$ cat src/rtl/adder_pkg.sv
// Shared constants for the bit-serial adder/subtractor.
// FSM state codes and the default operand width.
package adder_pkg;

  localparam int DEF_WIDTH = 8;

  localparam logic [1:0] ST_IDLE = 2'd0;
  localparam logic [1:0] ST_RUN  = 2'd1;
  localparam logic [1:0] ST_DONE = 2'd2;

endpackage

$ cat src/rtl/Full_Adder.sv
// Gate-level one-bit full adder cell.
// Ports: a, b, cin in; sum, cout out.
module Full_Adder (
  input  logic a,
  input  logic b,
  input  logic cin,
  output logic sum,
  output logic cout
);

  logic x;
  logic g;
  logic p;

  xor u_x0 (x, a, b);
  xor u_x1 (sum, x, cin);
  and u_a0 (g, a, b);
  and u_a1 (p, x, cin);
  or  u_o0 (cout, g, p);

endmodule

$ cat src/rtl/serial_addsub.sv
// Bit-serial add/subtract, one bit per clock, LSB first.
// Ports: clk, rst_n, start, sub, a, b, cin in;
// busy, done, sum, cout, overflow out.
module serial_addsub
  import adder_pkg::*;
#(
  parameter int WIDTH = DEF_WIDTH
) (
  input  logic             clk,
  input  logic             rst_n,
  input  logic             start,
  input  logic             sub,
  input  logic [WIDTH-1:0] a,
  input  logic [WIDTH-1:0] b,
  input  logic             cin,
  output logic             busy,
  output logic             done,
  output logic [WIDTH-1:0] sum,
  output logic             cout,
  output logic             overflow
);

  localparam int IW = $clog2(WIDTH) + 1;

  logic [1:0]       state;
  logic [IW-1:0]    idx;
  logic [WIDTH-1:0] areg;
  logic [WIDTH-1:0] breg;
  logic             carry;
  logic             fs;
  logic             fc;
  logic             last;

  Full_Adder u_fa (
    .a    (areg[0]),
    .b    (breg[0]),
    .cin  (carry),
    .sum  (fs),
    .cout (fc)
  );

  assign last = (idx == IW'(WIDTH - 1));
  assign busy = (state != ST_IDLE);
  assign done = (state == ST_DONE);

  always_ff @(posedge clk or negedge rst_n) begin
    if (!rst_n) begin
      state    <= ST_IDLE;
      idx      <= '0;
      areg     <= '0;
      breg     <= '0;
      carry    <= 1'b0;
      sum      <= '0;
      cout     <= 1'b0;
      overflow <= 1'b0;
    end else begin
      case (state)
        ST_IDLE: begin
          if (start) begin
            // Subtract as a + ~b + ~borrow.
            areg     <= a;
            breg     <= sub ? ~b : b;
            carry    <= sub ? ~cin : cin;
            idx      <= '0;
            sum      <= '0;
            cout     <= 1'b0;
            overflow <= 1'b0;
            state    <= ST_RUN;
          end
        end
        ST_RUN: begin
          areg  <= areg >> 1;
          breg  <= breg >> 1;
          carry <= fc;
          idx   <= idx + IW'(1);
          for (int j = 0; j < WIDTH; j++) begin
            if (idx == IW'(j)) sum[j] <= fs;
          end
          if (last) begin
            cout     <= fc;
            overflow <= carry ^ fc;
            state    <= ST_DONE;
          end
        end
        ST_DONE: state <= ST_IDLE;
        default: state <= ST_IDLE;
      endcase
    end
  end

endmodule

$ cat config.mk
export PLATFORM = sky130hd
export DESIGN_NAME = serial_addsub
export DESIGN_NICKNAME = d
export VERILOG_FILES = /design/src/rtl/adder_pkg.sv /design/src/rtl/Full_Adder.sv /design/src/rtl/serial_addsub.sv
export SDC_FILE = /design/constraint.sdc
export NUM_CORES = 1
export LEC_CHECK = 0
export CELL_PAD_IN_SITES_DETAIL_PLACEMENT = 1
export CELL_PAD_IN_SITES_GLOBAL_PLACEMENT = 1
export CORE_MARGIN = 2
export CORE_UTILIZATION = 40
export DETAILED_ROUTE_END_ITERATION = 12
export PLACE_DENSITY_LB_ADDON = 0.1
export SYNTH_ARGS = -nofsm -noshare
export SYNTH_HDL_FRONTEND = slang
export SYNTH_HIERARCHICAL = 1
export SYNTH_SLANG_ARGS = --single-unit
$ cat constraint.sdc
create_clock -name clk -period 3.5 [get_ports clk]
set_clock_uncertainty 0.1 [all_clocks]
set_input_delay 0.7 -clock clk [delete_from_list [all_inputs] [get_ports clk]]
set_output_delay 0.7 -clock clk [all_outputs]
set_load 0.02 [all_outputs]
Word-level counts from Yosys, hierarchy flattened
Cells that the tools add are included.
{"block": "totals", "wordCells": 84, "ram_bits": 0, "inputBits": 21, "regBits": 33, "n_memories": 0, "mem_bits_ro": 0, "latchBits": 0}
{"block": "classes", "muxes": 28, "n_eq_ne": 18, "shift": 0, "addsub": 1, "div": 0, "reduce_logical": 14, "bitwise": 8, "order_cmp": 0, "n_mul": 0}
{"operator": "8-bit one-hot mux with 2 select lines", "count": 3}
{"operator": "8-bit 2-to-1 mux", "count": 4}
{"operator": "3-bit AND reduction", "count": 8}
{"operator": "2-bit inequality test (second input constant)", "count": 9}
{"operator": "4-bit by 3-bit == test with 1-bit output (second input constant)", "count": 4}
{"operator": "1-bit 2-to-1 mux", "count": 13}
{"operator": "4-bit by 2-bit == test with 1-bit output (second input constant)", "count": 2}
{"operator": "8-bit inverter", "count": 1}
{"operator": "4-bit one-hot mux with 2 select lines", "count": 1}
{"operator": "1-bit one-hot mux with 2 select lines", "count": 3}
{"operator": "4-bit by 1-bit adder with 4-bit output (second input constant)", "count": 1}
{"operator": "4-bit by 1-bit == test with 1-bit output (second input constant)", "count": 1}
{"operator": "4-bit logical NOT", "count": 1}
{"operator": "2-bit 2-to-1 mux", "count": 2}
{"operator": "4-bit 2-to-1 mux", "count": 1}
{"operator": "2-bit one-hot mux with 2 select lines", "count": 1}
{"operator": "2-bit AND reduction", "count": 2}
{"operator": "2-bit nonzero test", "count": 2}
{"operator": "1-bit bitwise XOR", "count": 3}
{"operator": "1-bit bitwise AND", "count": 2}
{"operator": "2-bit by 1-bit == test with 1-bit output (second input constant)", "count": 1}
{"operator": "2-bit == test (second input constant)", "count": 1}
{"operator": "2-bit logical NOT", "count": 1}
{"operator": "1-bit inverter", "count": 1}
{"operator": "1-bit OR", "count": 1}

Logic depth before layout (Yosys ltp)
{"block": "depth", "depth_word": 6, "ltp_mapped": 6, "ltp_nobuf": 4}

Hierarchy
The synthesis kept the hierarchy.
{"mod": "serial_addsub", "cells_per_inst": 171, "n_inst": 1, "area_per_inst_um2": 1729.2}
{"mod": "Full_Adder", "cells_per_inst": 1, "n_inst": 1, "area_per_inst_um2": 20.0}

Least setup slack after synthesis
OpenSTA, ideal clock, no wires.
{"block": "synth_path", "path_type": "reg-to-output", "start": "reg state[0]", "end": "out busy", "t_arrival_ps": 1093, "required_ps": 2700, "setup_slack_ps": 1607, "path_buffers": 2, "path_stages_with_launch": 4, "path_cell_list": "dfrtp_1 > buf_2 > buf_2 > or2_2"}
{"block": "synth_between", "elab_chain_len": 1}
{"item": "start: declaration", "line_no": "serial_addsub.sv:25", "source": "logic [1:0] state;"}
{"item": "start signal: assignment", "line_no": "serial_addsub.sv:48", "source": "state <= ST_IDLE;"}
{"item": "start signal: assignment", "line_no": "serial_addsub.sv:68", "source": "state <= ST_RUN;"}
{"item": "start signal: assignment", "line_no": "serial_addsub.sv:82", "source": "state <= ST_DONE;"}
{"item": "2-bit nonzero test", "line_no": "serial_addsub.sv:43", "source": "assign busy = (state != ST_IDLE);"}
{"item": "end: declaration", "line_no": "serial_addsub.sv:16", "source": "output logic busy,"}
No other way between the ends.

Worst setup path after layout
Ends and elaborated chain as after synthesis.

==> results.sh <==
export IMPL_grt_usage=0.206
export IMPL_post_route_cells_drive_above_1_share=0.0878
export IMPL_area_growth_pct=26.1
export IMPL_setup_viol=0
export IMPL_synthTopCellsByCount="33 x dfrtp_1, 22 x nand2_1, 14 x a22oi_1"
export IMPL_drt_iter0_markers=109
export IMPL_clock_sinks=33
export IMPL_grt_max_degree=34
export IMPL_clkLatencyLatePin_ns=0.28
export IMPL_clockRootBuffer="clkbuf_8"
export IMPL_die_area_um2=4920
export IMPL_final_nets=230
export IMPL_clk_pin_slew_ns=0.07
export IMPL_antenna_left=0
export IMPL_io_pins=33
export IMPL_hold_worst_slack_ns=0.399
export IMPL_clk_path_buf_depth=2
export IMPL_period_needed_ns=2.33
export IMPL_pwr_density_cell_nw_per_um2=819
export IMPL_relSlewSlack=0.468
export IMPL_drv_slew=0
export IMPL_vias=1456
export IMPL_rsz0062_at_grt="no"
export IMPL_gp_congestion=0.778
export IMPL_grt_pass1_vias=1567
export IMPL_critical_path_slowest_cell="clkdlybuf4s50_1"
export IMPL_arrival_ns=1.53
export IMPL_fp_dieH_um=70.1
export IMPL_path_cells="or2_2 -> clkdlybuf4s50_1"
export IMPL_viasPerCell=5.67
export IMPL_cts_max_level=2
export IMPL_hold_class="register to register"
export IMPL_ctsHoldBuffers=0
export IMPL_status="complete, no violations"
export IMPL_path_class="register to output port"
export IMPL_synth_top_area_frac=0.472
export IMPL_diodes=0
export IMPL_crit_family="buffers and inverters"
export IMPL_register_area_um2=826
export IMPL_crit_buf_inv=1
export IMPL_fmax_mhz=429
export IMPL_synth_warning_count=6
export IMPL_hpwl_um=3200
export IMPL_multiInputGateArea_um2=830
export IMPL_first_pass_iters=4
export IMPL_syn_area_um2=1750
export IMPL_ys_seq_area_frac=0.472
export IMPL_async_flop_share=1.00
export IMPL_drc=0
export IMPL_min_period_over_period=0.666
export IMPL_synth_largest_area_cell="dfrtp_1"
export IMPL_required_ns=2.70
export IMPL_die_x_um=70.1
export IMPL_synth_edf_count=0
export IMPL_cts_tree="built"
export IMPL_maxCapViolCount=0
export IMPL_cts_setup_buffers=0
export IMPL_hold_violations=0
export IMPL_syn_area_per_cell_um2=10.2
export IMPL_yosys_cell_count_top_type="dfrtp_1"
export IMPL_grt_pass1_wl_um=7940
export IMPL_cp_slowest_stage_delay_ns=0.54
export IMPL_fin_tns_setup_ns=0
export IMPL_ys_top_cells_by_area="dfrtp_1 47%, a22oi_1 6.0%, nand2_1 4.7%"
export IMPL_p_leak_nw=0.978
export IMPL_tightest_slew_ns=0.796
export IMPL_syn_num_nets=198
export IMPL_fp_coreArea_um2=4290
export IMPL_ys_flop_type="dfrtp_1"
export IMPL_ctsResizeCount=0
export IMPL_ir_drop_mv=0.393
export IMPL_totalWireLength_um=4480
export IMPL_antenna_found_initial=0
export IMPL_cp_start_kind="register"
export IMPL_wire_per_inst_um=17.4
export IMPL_end_kind="output port"
export IMPL_io_buffers=32
export IMPL_synth_seq_cells=33
export IMPL_grt_overflow=0
export IMPL_final_fill_count=474
export IMPL_cp_max_fo=4
export IMPL_cts_made_buffers=5
export IMPL_ys_types=38
export IMPL_synth_cells=172
export IMPL_row_count=24
export IMPL_initial_utilization=0.407
[cells in the final DEF, fill, tap and decap left out, types with 8 or more instances in the layout]
master	n
nand2_1	22
xnor2_1	8
a22oi_1	14
clkdlybuf4s50_1	32
dfrtp_1	33
o21ai_0	8
[report_power, final]
group / leakage (nW) / internal (W) / switching (W)
clock: 0.0542 / 0.000178 / 0.000141
sequential: 0.427 / 0.000532 / 0.000117
combinational: 0.497 / 0.000377 / 0.000463
total: 0.978 / 0.00109 / 0.000720
[kinds of logic (layout without fill, tap and decap cells)]
family,after synthesis,after routing,synth area share
multiplexers,3,3,0.0186
flip-flops,33,33,0.472
buffers and inverters,19,52,0.0536
AO/OA/AOI/OAI,56,56,0.232
adder cells (fa/ha/maj),5,5,0.0401
AND/OR/NAND/NOR,46,46,0.134
XOR/XNOR,10,10,0.0501
[sequential cells by signal (all words and copies together), names as in the netlist]
| signal | count |
|---|---|
| areg | 8 |
| carry | 1 |
| cout | 1 |
| sum | 8 |
| idx | 4 |
| state | 2 |
| overflow | 1 |
| breg | 8 |
[path summary, 6_finish.rpt]
check	from	to	slack [ns]	depth (start not counted)
worst min-delay path	areg[5]	areg[5]	0.40	2
worst max register to register	state[0]	sum[7]	1.29	4
worst min register to register	areg[5]	areg[5]	0.40	2
max in group asynchronous	rst_n	sum[4]	2.27	2
worst max-delay path	state[0]	busy	1.17	2
min in group asynchronous	rst_n	sum[2]	0.73	2
[per-layer routing]
layer  GRT usage  wire length [µm]  up-vias
met4      0.0577                57        0
met1       0.269              2050      735
met3      0.0534               196        7
met2       0.338              2170       27
li1            -                 -      687
met5           0                 0        -
[per-stage QoR]
stage	setup slack, ns	utilization	std cells	cell area [µm²]	total power, W
after floorplan	1.61	-	172	1750	0.00120
after global placement	1.01	0.490	249	2100	0.00145
after detailed placement	0.900	0.490	249	2100	0.00150
after CTS	1.16	0.514	257	2210	0.00182
after global routing	1.10	0.514	257	2210	0.00195
final	1.17	0.514	257	2210	0.00181
[final cells by class]
type | instances | share of cell area
clock buffer | 7 | 0.0437
multi-input combinational | 120 | 0.376
inverter | 7 | 0.0119
clock inverter | 1 | 0.00227
sequential | 33 | 0.374
timing repair buffer | 37 | 0.162
tap | 52 | 0.0295
[worst reg2reg max path: stages (launching register included)]
cell and delay (ns):
dfrtp_1 0.39, buf_4 0.27, nor2b_1 0.69, nand2_1 0.40, o211ai_1 0.28
(Power assumes the default switching activity.)
